File: src/rtl/bika_neuron_array.sv
// bika_neuron_array: NUM_CH threshold neurons accumulating saturated +/-1 votes over framed activation beats
module bika_neuron_array #(
  parameter int DATA_W = 8,
  parameter int ACC_W = 16,
  parameter int NUM_CH = 4,
  parameter int LEN_W = 16
) (
  input  logic                     sys_clk,
  input  logic                     sys_rst_n,
  input  logic signed [DATA_W-1:0] activ_in,
  input  logic [NUM_CH*DATA_W-1:0] threshold_in,
  input  logic                     in_valid,
  output logic                     in_ready,
  input  logic [LEN_W-1:0]         in_length,
  input  logic                     out_mode,
  input  logic                     soft_clr,
  output logic [NUM_CH*ACC_W-1:0]  out,
  output logic                     out_valid,
  input  logic                     out_ready,
  output logic                     out_sat
);
  typedef enum logic [1:0] {IDLE, ACCUM, DRAIN, HOLD} state_t;
  localparam logic signed [ACC_W-1:0] MAX = {1'b0, {(ACC_W-1){1'b1}}};
  localparam logic signed [ACC_W-1:0] MIN = {1'b1, {(ACC_W-1){1'b0}}};
  state_t state, state_nx;
  logic rdy_en, mode, s1_v, s1_last, take, last_c, hs;
  logic [LEN_W-1:0] len, cnt, len_c;
  logic [NUM_CH-1:0] s1_p, p_c, clamp;
  logic signed [ACC_W-1:0] acc [NUM_CH];
  logic signed [ACC_W-1:0] acc_nx [NUM_CH];
  logic signed [ACC_W-1:0] out_r [NUM_CH];
  assign in_ready = rdy_en && (state == IDLE || state == ACCUM);
  assign take = in_valid && in_ready && !soft_clr;
  assign hs = state == HOLD && out_ready;
  assign len_c = in_length == '0 ? LEN_W'(1) : in_length;
  assign last_c = state == IDLE ? len_c == LEN_W'(1) : (cnt + LEN_W'(1)) == len;
  always_comb begin
    state_nx = state == IDLE  ? (take ? (last_c ? DRAIN : ACCUM) : IDLE) :
               state == ACCUM ? (take && last_c ? DRAIN : ACCUM) :
               state == DRAIN ? (s1_last ? HOLD : DRAIN) :
                                (out_ready ? IDLE : HOLD);
  end
  always_comb begin
    p_c = '0;
    clamp = '0;
    acc_nx = acc;
    for (int c = 0; c < NUM_CH; c++) begin
      p_c[c] = activ_in >= $signed(threshold_in[c*DATA_W +: DATA_W]);
      clamp[c] = s1_v && (s1_p[c] ? acc[c] == MAX : acc[c] == MIN);
      acc_nx[c] = (!s1_v || clamp[c]) ? acc[c] : s1_p[c] ? acc[c] + ACC_W'(1) : acc[c] - ACC_W'(1);
    end
  end
  always_ff @(posedge sys_clk or negedge sys_rst_n) begin
    if (!sys_rst_n) begin
      state <= IDLE;
      rdy_en <= 1'b0;
      mode <= 1'b0;
      len <= '0;
      cnt <= '0;
      s1_v <= 1'b0;
      s1_last <= 1'b0;
      s1_p <= '0;
      out_valid <= 1'b0;
      out_sat <= 1'b0;
      for (int c = 0; c < NUM_CH; c++) begin
        acc[c] <= '0;
        out_r[c] <= '0;
      end
    end else begin
      rdy_en <= 1'b1;
      if (soft_clr) begin
        state <= IDLE;
        cnt <= '0;
        s1_v <= 1'b0;
        s1_last <= 1'b0;
        s1_p <= '0;
        out_valid <= 1'b0;
        out_sat <= 1'b0;
        for (int c = 0; c < NUM_CH; c++) acc[c] <= '0;
      end else begin
        state <= state_nx;
        s1_v <= take;
        s1_last <= take && last_c;
        if (take) s1_p <= p_c;
        if (take) cnt <= state == IDLE ? LEN_W'(1) : cnt + LEN_W'(1);
        if (take && state == IDLE) begin
          len <= len_c;
          mode <= out_mode;
        end
        out_sat <= hs ? 1'b0 : out_sat | (|clamp);
        for (int c = 0; c < NUM_CH; c++) acc[c] <= hs ? '0 : acc_nx[c];
        // the final product is folded in on the way into HOLD so out_valid lands two cycles after the last beat
        if (state == DRAIN && s1_last) begin
          out_valid <= 1'b1;
          for (int c = 0; c < NUM_CH; c++)
            out_r[c] <= !mode ? acc_nx[c] : acc_nx[c][ACC_W-1] ? '1 : ACC_W'(1);
        end else if (hs) begin
          out_valid <= 1'b0;
        end
      end
    end
  end
  for (genvar c = 0; c < NUM_CH; c++) begin : g_out
    assign out[c*ACC_W +: ACC_W] = out_r[c];
  end
endmodule

File: config.mk
export PLATFORM = sky130hd
export DESIGN_NAME = bika_neuron_array
export DESIGN_NICKNAME = d
export VERILOG_FILES = /design/src/rtl/bika_neuron_array.sv
export SDC_FILE = /design/constraint.sdc
export NUM_CORES = 1
export LEC_CHECK = 0
export ABC_AREA = 1
export ABC_CLOCK_PERIOD_IN_PS = 2200
export CAP_MARGIN = 0
export CORE_MARGIN = 5
export CORE_UTILIZATION = 52
export DETAILED_ROUTE_END_ITERATION = 8
export PLACE_DENSITY_LB_ADDON = 0.08
export SYNTH_ARGS = -nofsm -noshare
export SYNTH_HDL_FRONTEND = slang
export SYNTH_SLANG_ARGS = --single-unit
File: constraint.sdc
create_clock -name sys_clk -period 2.2 [get_ports sys_clk]
set_input_delay 0.33 -clock sys_clk [delete_from_list [all_inputs] [get_ports sys_clk]]
set_output_delay 0.33 -clock sys_clk [all_outputs]
set_load 0.02 [all_outputs]
==> impl_metrics.ini, run 1 <==
[logic_synthesis]
ys.flop_type = dfrtp_1
syn_area_per_cell_um2 = 7.47
synth_area_leader_cell = dfrtp_1
yosysTopAreaCellShare = 0.371
ys_ff_latch = 172
synth_edf_count = 0
synthTopCellsByArea = dfrtp_1 (37%), nand2_1 (12%), ha_1 (9.6%), nand3_1 (6.6%), inv_1 (6.0%)
syn-instance-count = 1553
ys_async_sr_fraction = 1.00
synth_cell_type_count = 55
yosysSeqAreaShare = 0.371
synth_area_mm2 = 0.0116
synth_fp_nets = 1708
ys_warn_count = 0

[clock_tree]
clock_sinks = 172
cts_tree = built
cts.path.max_buffers = 2
clkLatencyLatePin_ns = 0.45
clk_pin_slew_ns = 0.07
root_buffer = clkbuf_16
cts-htree-levels = 4
numCtsBuffers = 17

[worst_setup_path]
rrSetupSlack_ns = -0.43
start_kind = register
reg2reg_depth = 16
r2r-start = s1_p[3]$_DFFE_PN0P_
cp-end-kind = register
crit_type = register to register
critical_path_required_ns = 2.52
crit_fanout = 7
crit_arrival_ns = 2.95
timing.rr.end = out[62]$_DFFE_PN0P_

[run_status]
status = complete, but fails checks
failed_checks = DRC, setup timing

[detailed_routing]
ant_nets = 0
vias = 13248
drtIter0Drc = 1310
drc_errors = 1
dr.pass1.iters = 8
routed_via_density = 5.88
detail_route.wl_per_cell_um = 20.1
routed_wl_mm = 45.2

[die]
die_w_um = 159
die_h_um = 159
floorplan.initialDensity = 0.530
io_pins = 129
die_area_mm2 = 0.0254
rows = 54
coreArea_mm2 = 0.0219

[timing]
slew_violations = 0
final-setup-viol-count = 126
finalHoldViolations = 0
max_freq_ghz = 0.381
grt_setup_unrepaired = true
finalCriticalPeriod_ns = 2.63
tightest_slew_ns = 0.629
slew-limit-headroom = 0.580
finalCritPeriodShare = 1.19
fin_ws_ns = -0.428
skew_ns = 0.0111

[placement]
pre_cts_ws_ns = -0.315
io_buffers = 128
placed_cells = 2163
gp_congestion = 0.931
dp_hpwl_mm = 24.2

[final_layout]
final_cells = 2252
n_antenna_cell = 0
drive_gt1_frac = 0.359
layout_commonest_cell = nand2_1
regArea_mm2 = 0.00431
multi_input_comb_area_mm2 = 0.00829
mostFrequentLayoutCells = nand2_1 (287), buf_4 (237), dfrtp_1 (169)
nNetsFinal = 2114
area_growth_pct = 58.4
fillers = 1234

[global_route]
grt_util_all_layers = 0.273
antenna_found_initial = 0
grt_pass1_vias = 12050
grt.overflow.total = 0
grt_pass1_wl_mm = 58.3
grt_max_degree = 101

[power]
leakagePower_uw = 0.00897
peakVddDrop_mv = 0.533
power_density_mw_per_mm2 = 617

[min_path]
holdCritPathClass = input pin to async pin

[job]
drv_cap = 0
-- how the worst max path moves through the flow --
stage / from / end
floorplan: s1_p[3]$_DFFE_PN0P_ / out[62]$_DFFE_PN0P_
global placement: s1_p[1]$_DFFE_PN0P_ / out[19]$_DFFE_PN0P_
detailed placement: s1_p[1]$_DFFE_PN0P_ / out[18]$_DFFE_PN0P_
CTS: s1_p[1]$_DFFE_PN0P_ / out[28]$_DFFE_PN0P_
global route: s1_p[1]$_DFFE_PN0P_ / out[19]$_DFFE_PN0P_
finish: s1_p[3]$_DFFE_PN0P_ / out[62]$_DFFE_PN0P_
-- synthesized netlist by cell type (all sizes together) (4+ instances only) --
cell / instances
a211oi: 8
or2: 52
nand3b: 6
a21boi: 4
nand2: 374
clkbuf: 24
o21bai: 8
ha: 89
nand4: 18
fa: 4
dfrtp: 172
nor2: 156
nand3: 155
xnor2: 20
a31oi: 17
buf: 16
xor2: 17
o21a: 8
inv: 193
nor3: 9
o211ai: 6
o21ai: 99
o22ai: 19
a21oi: 63
-- power by group --
group	internal (uW)	switching [uW]	total [uW]
Clock	1630	1500	3140
Combinational	2190	2490	4680
Sequential	3340	184	3530
-- sequential cells by signal, indices dropped and copies added (netlist names) --
name       count
acc           64
cnt           16
len           16
mode           1
out           64
out_sat        1
out_valid      1
rdy_en         1
s1_last        1
s1_p           4
s1_v           1
state          2
-- logic make-up (layout without fill, tap and decap cells) --
group	Yosys count	count (layout)	share of synthesized area
and+or+nand+nor	777	777	0.295
AOI/OAI and AO/OA	238	238	0.119
buffers and inverters	234	653	0.0826
DFF	172	172	0.371
adders and majority gates	93	93	0.103
xor gates and xnor gates	38	38	0.0299
other	1	1	0.000323
-- repair_timing --
item                                    4_1_cts  5_1_grt
pin swaps                                    54       97
cloned                                        3        6
hold endpoints to repair                    165        0
gates resized for setup                     195      308
hold buffers                                  1        0
setup buffers                                20       31
endpoints found under the setup margin      116      127
-- cell type report --
class / count / share of cell area
Clock buffer: 17 / 0.0232
Clock inverter: 15 / 0.00933
Inverter: 194 / 0.0413
Multi-Input combinational cell: 1147 / 0.451
Sequential cell: 172 / 0.234
Tap cell: 280 / 0.0191
Timing Repair Buffer: 427 / 0.222
-- metrics by stage --
stage                      util  cell area [um^2]  hold slack [ns]  setup TNS, ns  power [uW]
final                     0.839             18400            0.422         -28.15       11300
after global routing      0.839             18400            0.469         -37.53       11800
after CTS                 0.766             16800            0.444          -4.11       10300
after detailed placement  0.686             15000            0.366         -16.64        6760
after global placement    0.686             15000            0.367         -11.20        6700
after floorplan               -             11600           0.0344          -9.47        5280
-- critical path, cell delays in order, from the launching register on --
cell and delay (ns):
dfrtp_1 0.39, inv_2 0.13, buf_12 0.16, ha_4 0.22, a21oi_4 0.15, nor2_2 0.07, nor2_2 0.23, nor3_1 0.13
nor3_2 0.30, nand2_1 0.09, nand2_1 0.08, nand2_1 0.07, nand2_2 0.08, nand2_2 0.07, nand2_4 0.10, clkbuf_16 0.16
nand3_1 0.06
-- per-layer routing --
metal | vias to the layer above | GRT usage | share of wire
met2 | 750 | 0.479 | 0.50
met1 | 6341 | 0.346 | 0.37
met3 | 238 | 0.0342 | 0.071
met4 | 0 | 0.101 | 0.059
li1 | 5919 | - | -
met5 | - | 0 | 0
No activity file was read; power rests on OpenSTA's default activity.
==> run 2: changes to the inputs <==
CORE_ASPECT_RATIO = 0.6   (was default)
==> run 2 against run 1 <==
The flow finishes with violations (setup timing); combinational power shrank 2%; via count is 3.1% lower; critical path depth down 3; clock power down 2%; global-route usage is 3.4 points higher; non-clock buffer count is 20 higher; wire length fell by 4.6%; register-to-register slack improved by 0.08 ns; sequential power about the same; clock skew down 0.0016 ns; setup slack improved by 0.079 ns.
==> impl_metrics.ini, run 2 (synthesis gave the netlist of run 1 again) <==
[run_status]
status = complete, but fails checks
failed_checks = setup timing

[final_layout]
mostFrequentLayoutCells = nand2_1 (296), buf_4 (262), dfrtp_1 (170)
final_cells = 2279
fillers = 1276
drive_gt1_frac = 0.359
regArea_mm2 = 0.00431
n_antenna_cell = 0
layout_commonest_cell = nand2_1
nNetsFinal = 2135
area_growth_pct = 57.7
multi_input_comb_area_mm2 = 0.00818

[global_route]
grt_pass1_vias = 12226
grt.overflow.total = 0
grt_util_all_layers = 0.307
grt_pass1_wl_mm = 63.3
antenna_found_initial = 1
grt_max_degree = 67

[worst_setup_path]
cp_slowest_cell = dfrtp_1
cp-end-kind = register
critPathMaxStageDelay_ns = 0.40
cpMostUsedCell = nand2_4
r2r-start = s1_p[3]$_DFFE_PN0P_
timing.rr.end = out[54]$_DFFE_PN0P_
critical_path_required_ns = 2.60
worst_setup_path_startpoint = s1_p[3]$_DFFE_PN0P_
rrSetupSlack_ns = -0.35
crit_fanout = 10
crit_type = register to register
crit_arrival_ns = 2.94
reg2reg_depth = 13
start_kind = register
path_cells = inv_4 -> buf_6 -> ha_4 -> nand2_4 -> nor4b_2 -> nand4_1 -> nand2_4 -> inv_8 -> buf_12 -> nand2_2 -> o21ai_4 -> or2_1 -> nand3_2

[die]
die_w_um = 203
io_pins = 129
rows = 42
die_h_um = 126
floorplan.initialDensity = 0.527
coreArea_mm2 = 0.0220
die_area_mm2 = 0.0255

[detailed_routing]
dr.pass1.iters = 8
routed_wl_mm = 43.1
ant_nets = 0
drtIter0Drc = 1114
drc_errors = 0
detail_route.wl_per_cell_um = 18.9
routed_via_density = 5.63
vias = 12832

[power]
power_density_mw_per_mm2 = 612
peakVddDrop_mv = 0.555
leakagePower_uw = 0.00898

[clock_tree]
cts-htree-levels = 4
cts.path.max_buffers = 2
clock_sinks = 172
numCtsBuffers = 17
root_buffer = clkbuf_16
clk_pin_slew_ns = 0.07
cts_tree = built
clkLatencyLatePin_ns = 0.46

[timing]
grt_setup_unrepaired = true
hold_ws_ns = 0.379
finalSetupTns_ns = -20.93
finalCritPeriodShare = 1.16
tightest_slew_ns = 0.641
finalCriticalPeriod_ns = 2.55
slew_violations = 0
slew-limit-headroom = 0.573
max_freq_ghz = 0.392
final-setup-viol-count = 111
fin_ws_ns = -0.349
finalHoldViolations = 0
skew_ns = 0.00944

[placement]
io_buffers = 128
gp_congestion = 0.988
dp_hpwl_mm = 26.5
placed_cells = 2186

[job]
drv_cap = 0

[min_path]
holdCritPathClass = input pin to async pin
-- run 2: how the worst max path moves through the flow --
stage                     endpoint  slack [ns]
2_1_floorplan  out[62]$_DFFE_PN0P_       -0.21
3_3_place_gp   out[19]$_DFFE_PN0P_       -0.45
3_5_place_dp   out[56]$_DFFE_PN0P_       -0.38
4_1_cts        out[12]$_DFFE_PN0P_       -0.15
5_1_grt        out[56]$_DFFE_PN0P_       -0.42
6_report       out[54]$_DFFE_PN0P_       -0.35
-- run 2: final cells by class --
class | instances | area share
clock buffers | 24 | 0.0274
repair buffers | 447 | 0.223
multi-input cells | 1147 | 0.447
flip-flops and latches | 172 | 0.235
clock inverters | 8 | 0.00451
well taps | 286 | 0.0196
inverters | 194 | 0.0420
repair inverters | 1 | 0.000615
-- run 2: timing repair --
| item | CTS | global route |
|---|---|---|
| setup endpoints to repair | 122 | 132 |
| resized for setup | 254 | 231 |
| buffers inserted | 32 | 25 |
| hold buffers | 1 | 0 |
| pin swaps | 53 | 114 |
| gates cloned | 6 | 2 |
| endpoints found under the hold margin | 48 | 0 |
-- run 2: stage by stage --
stage               power, uW   util  cell area (um^2)  worst slack [ns]
floorplan                5280      -             11600            -0.214
global placement         6770  0.685             15100            -0.446
detailed placement       6820  0.685             15100            -0.377
CTS                     10400  0.780             17200            -0.154
global route            11700  0.831             18300            -0.425
finish                  11200  0.831             18300            -0.349
-- run 2: routing by layer --
metal  part of all wire  vias to the layer above  GRT usage
li1                   -                     5954          -
met1               0.45                     6210      0.462
met2               0.46                      555      0.458
met3              0.071                      111     0.0619
met4              0.025                        2     0.0750
met5            0.00030                        -          0
-- run 2: critical path, delay by kind of cell, from the launching register on --
| family | cells | cell delay, ns |
|---|---|---|
| adders and majority gates | 1 | 0.30 |
| DFF | 1 | 0.40 |
| and+or+nand+nor | 7 | 1.25 |
| buffers and inverters | 4 | 0.47 |
| AOI/OAI and AO/OA | 1 | 0.06 |
-- run 2: report_power, final --
group,leakage [uW],switching [uW],total (uW),internal [uW]
Combinational,0.00646,2370,4580,2200
Clock,0.000275,1370,3080,1710
Sequential,0.00224,184,3530,3350
Total,0.00898,3930,11200,7260
==> edit, RTL diff (settings of run 1) <==
Reset style: synchronous (`sys_rst_n`), changed in one clocked block.
--- a/src/rtl/bika_neuron_array.sv
+++ b/src/rtl/bika_neuron_array.sv
@@ -50,7 +50,7 @@
       acc_nx[c] = (!s1_v || clamp[c]) ? acc[c] : s1_p[c] ? acc[c] + ACC_W'(1) : acc[c] - ACC_W'(1);
     end
   end
-  always_ff @(posedge sys_clk or negedge sys_rst_n) begin
+  always_ff @(posedge sys_clk) begin
     if (!sys_rst_n) begin
       state <= IDLE;
       rdy_en <= 1'b0;
Check against the original RTL: differs if sys_rst_n is asserted again (counterexample within 4 cycles, from zero or initial values and one cycle with sys_rst_n low); with sys_rst_n held inactive, the same outputs for 4 cycles.
==> edit against run 1 <==
- wire length fell by 20%
- the flow finishes with violations (negative setup slack)
- setup slack improved by 0.12 ns
- critical path type unchanged
- clock skew rose by 0.0047 ns
- die area fell by 2.0%
- final cell count fell by 3.5%
- design area fell by 5.5%
- synthesized area fell by 2.2%
- critical endpoint is now out_r[3][14]
- first-iteration DRC count fell by 50%
- global-route usage fell by 0.33 points
- sequential cell count did not move
Power is not compared: it rests on default switching activity, and its combinational part moved more than twofold at a synthesized area within 25%.
==> edit: results (changes against run 1) <==
fillers 1,412 (+14%); Post-DP HPWL 23.0 mm (-4.9%); DR vias/cell 5.46 (-7.2%); Post-Synthesis Cells 1,504 (-3.2%); Netlist cell types 54 (-1.8%); adder and majority gate portion of the synthesized area 10.5% (+0.23 points); final setup TNS -13.24 ns (+14.92 ns); NumNets Final 2,034 (-3.8%); Synth Area in Compound Gates 16.5% (+4.7 points); Final setup viols 76 (-40%); Final WS setup -0.311 ns (+0.117 ns); vias in the first global route 11,500 (-4.3%); dpl cell area 15,000 um2 (-0.19%); min-delay worst type in -> reg; dpl cells 2,091 (-3.3%); Setup Skew 0.0158 ns (+0.00470 ns); largest net degree at the start of global routing 67 (-34%); Post-synth top cells nand2_1 (325), inv_1 (182), a21oi_1 (141); layout cells sized above 1 33.1% (-2.7 points); Routed WL per cell 16.6 um (-17%); slowest stage delay, CP 0.34 ns (-0.05 ns); drt total wl 36.2 mm (-20%); TritonRoute pass-1 iters 5 (-3); status finished with violations; XOR/XNOR share of the synthesized area 3.36% (+0.38 points); failing checks negative setup slack; gr usage total 27.0% (-0.33 points); 1st-iter DRT viols 654 (-50%); Synth Net Count 1,659 (-2.9%); Slowest cell on crit path dfxtp_2; sequential area share after synthesis 36.0% (-1.1 points); Critical Path Fanout Max 8 (+1)
[edit: cell count changes in the layout (fill, tap and decap cells not counted), sizes merged, moves of 19 or more]
cell,run 1,this run
dfrtp,172,0
edfxtp,0,64
dfxtp,0,108
o22ai,19,0
nand3,155,86
nor2,156,135
buf,293,262
nand2,374,334
a21oi,63,169
[edit: timing repair]
item	4_1_cts	5_1_grt
cloned	5	4
gates resized for setup	130	192
endpoints found under the setup margin	81	120
setup buffers	26	17
pin swaps	38	52
[edit: path summary, 6_finish.rpt]
check	from	endpoint	slack [ns]	cells after the start
setup / recovery	s1_p[3]	out_r[3][14]	-0.31	12
hold / removal	in_length[14]	len[14]	0.44	3
setup reg to reg	s1_p[3]	out_r[3][14]	-0.31	12
hold reg to reg	len[2]	len[2]	0.48	2
[edit: cell families after synthesis]
family | after synthesis
AND/OR/NAND/NOR | 643
AO/OA/AOI/OAI | 322
buffers and inverters | 231
flip-flops | 172
adder cells (fa/ha/maj) | 93
XOR/XNOR | 42
multiplexers | 1
[edit: metal layers]
layer / routed length, um / track usage, % / up-vias
met1: 14400 / 32.1 / 5542
met5: 0 / 0 / -
li1: - / - / 5785
met3: 2210 / 4.51 / 102
met4: 1230 / 9.42 / 0
met2: 18300 / 49.1 / 428
[edit: report_power, final]
part           switching, mW  internal [mW]
clock network           1.41           1.67
logic                  0.919          0.872
registers             0.0513           3.36
[edit: layout make-up]
type	instances	area, um2	area share [%]
diodes	1	2.50	0.0144
clock buffers	19	458	2.64
clock inverters	13	124	0.714
inverters	189	764	4.40
multi-input cells	1102	7930	45.7
flip-flops and latches	172	4100	23.6
well taps	280	350	2.02
repair buffers	392	3590	20.7
repair inverters	5	46.3	0.267
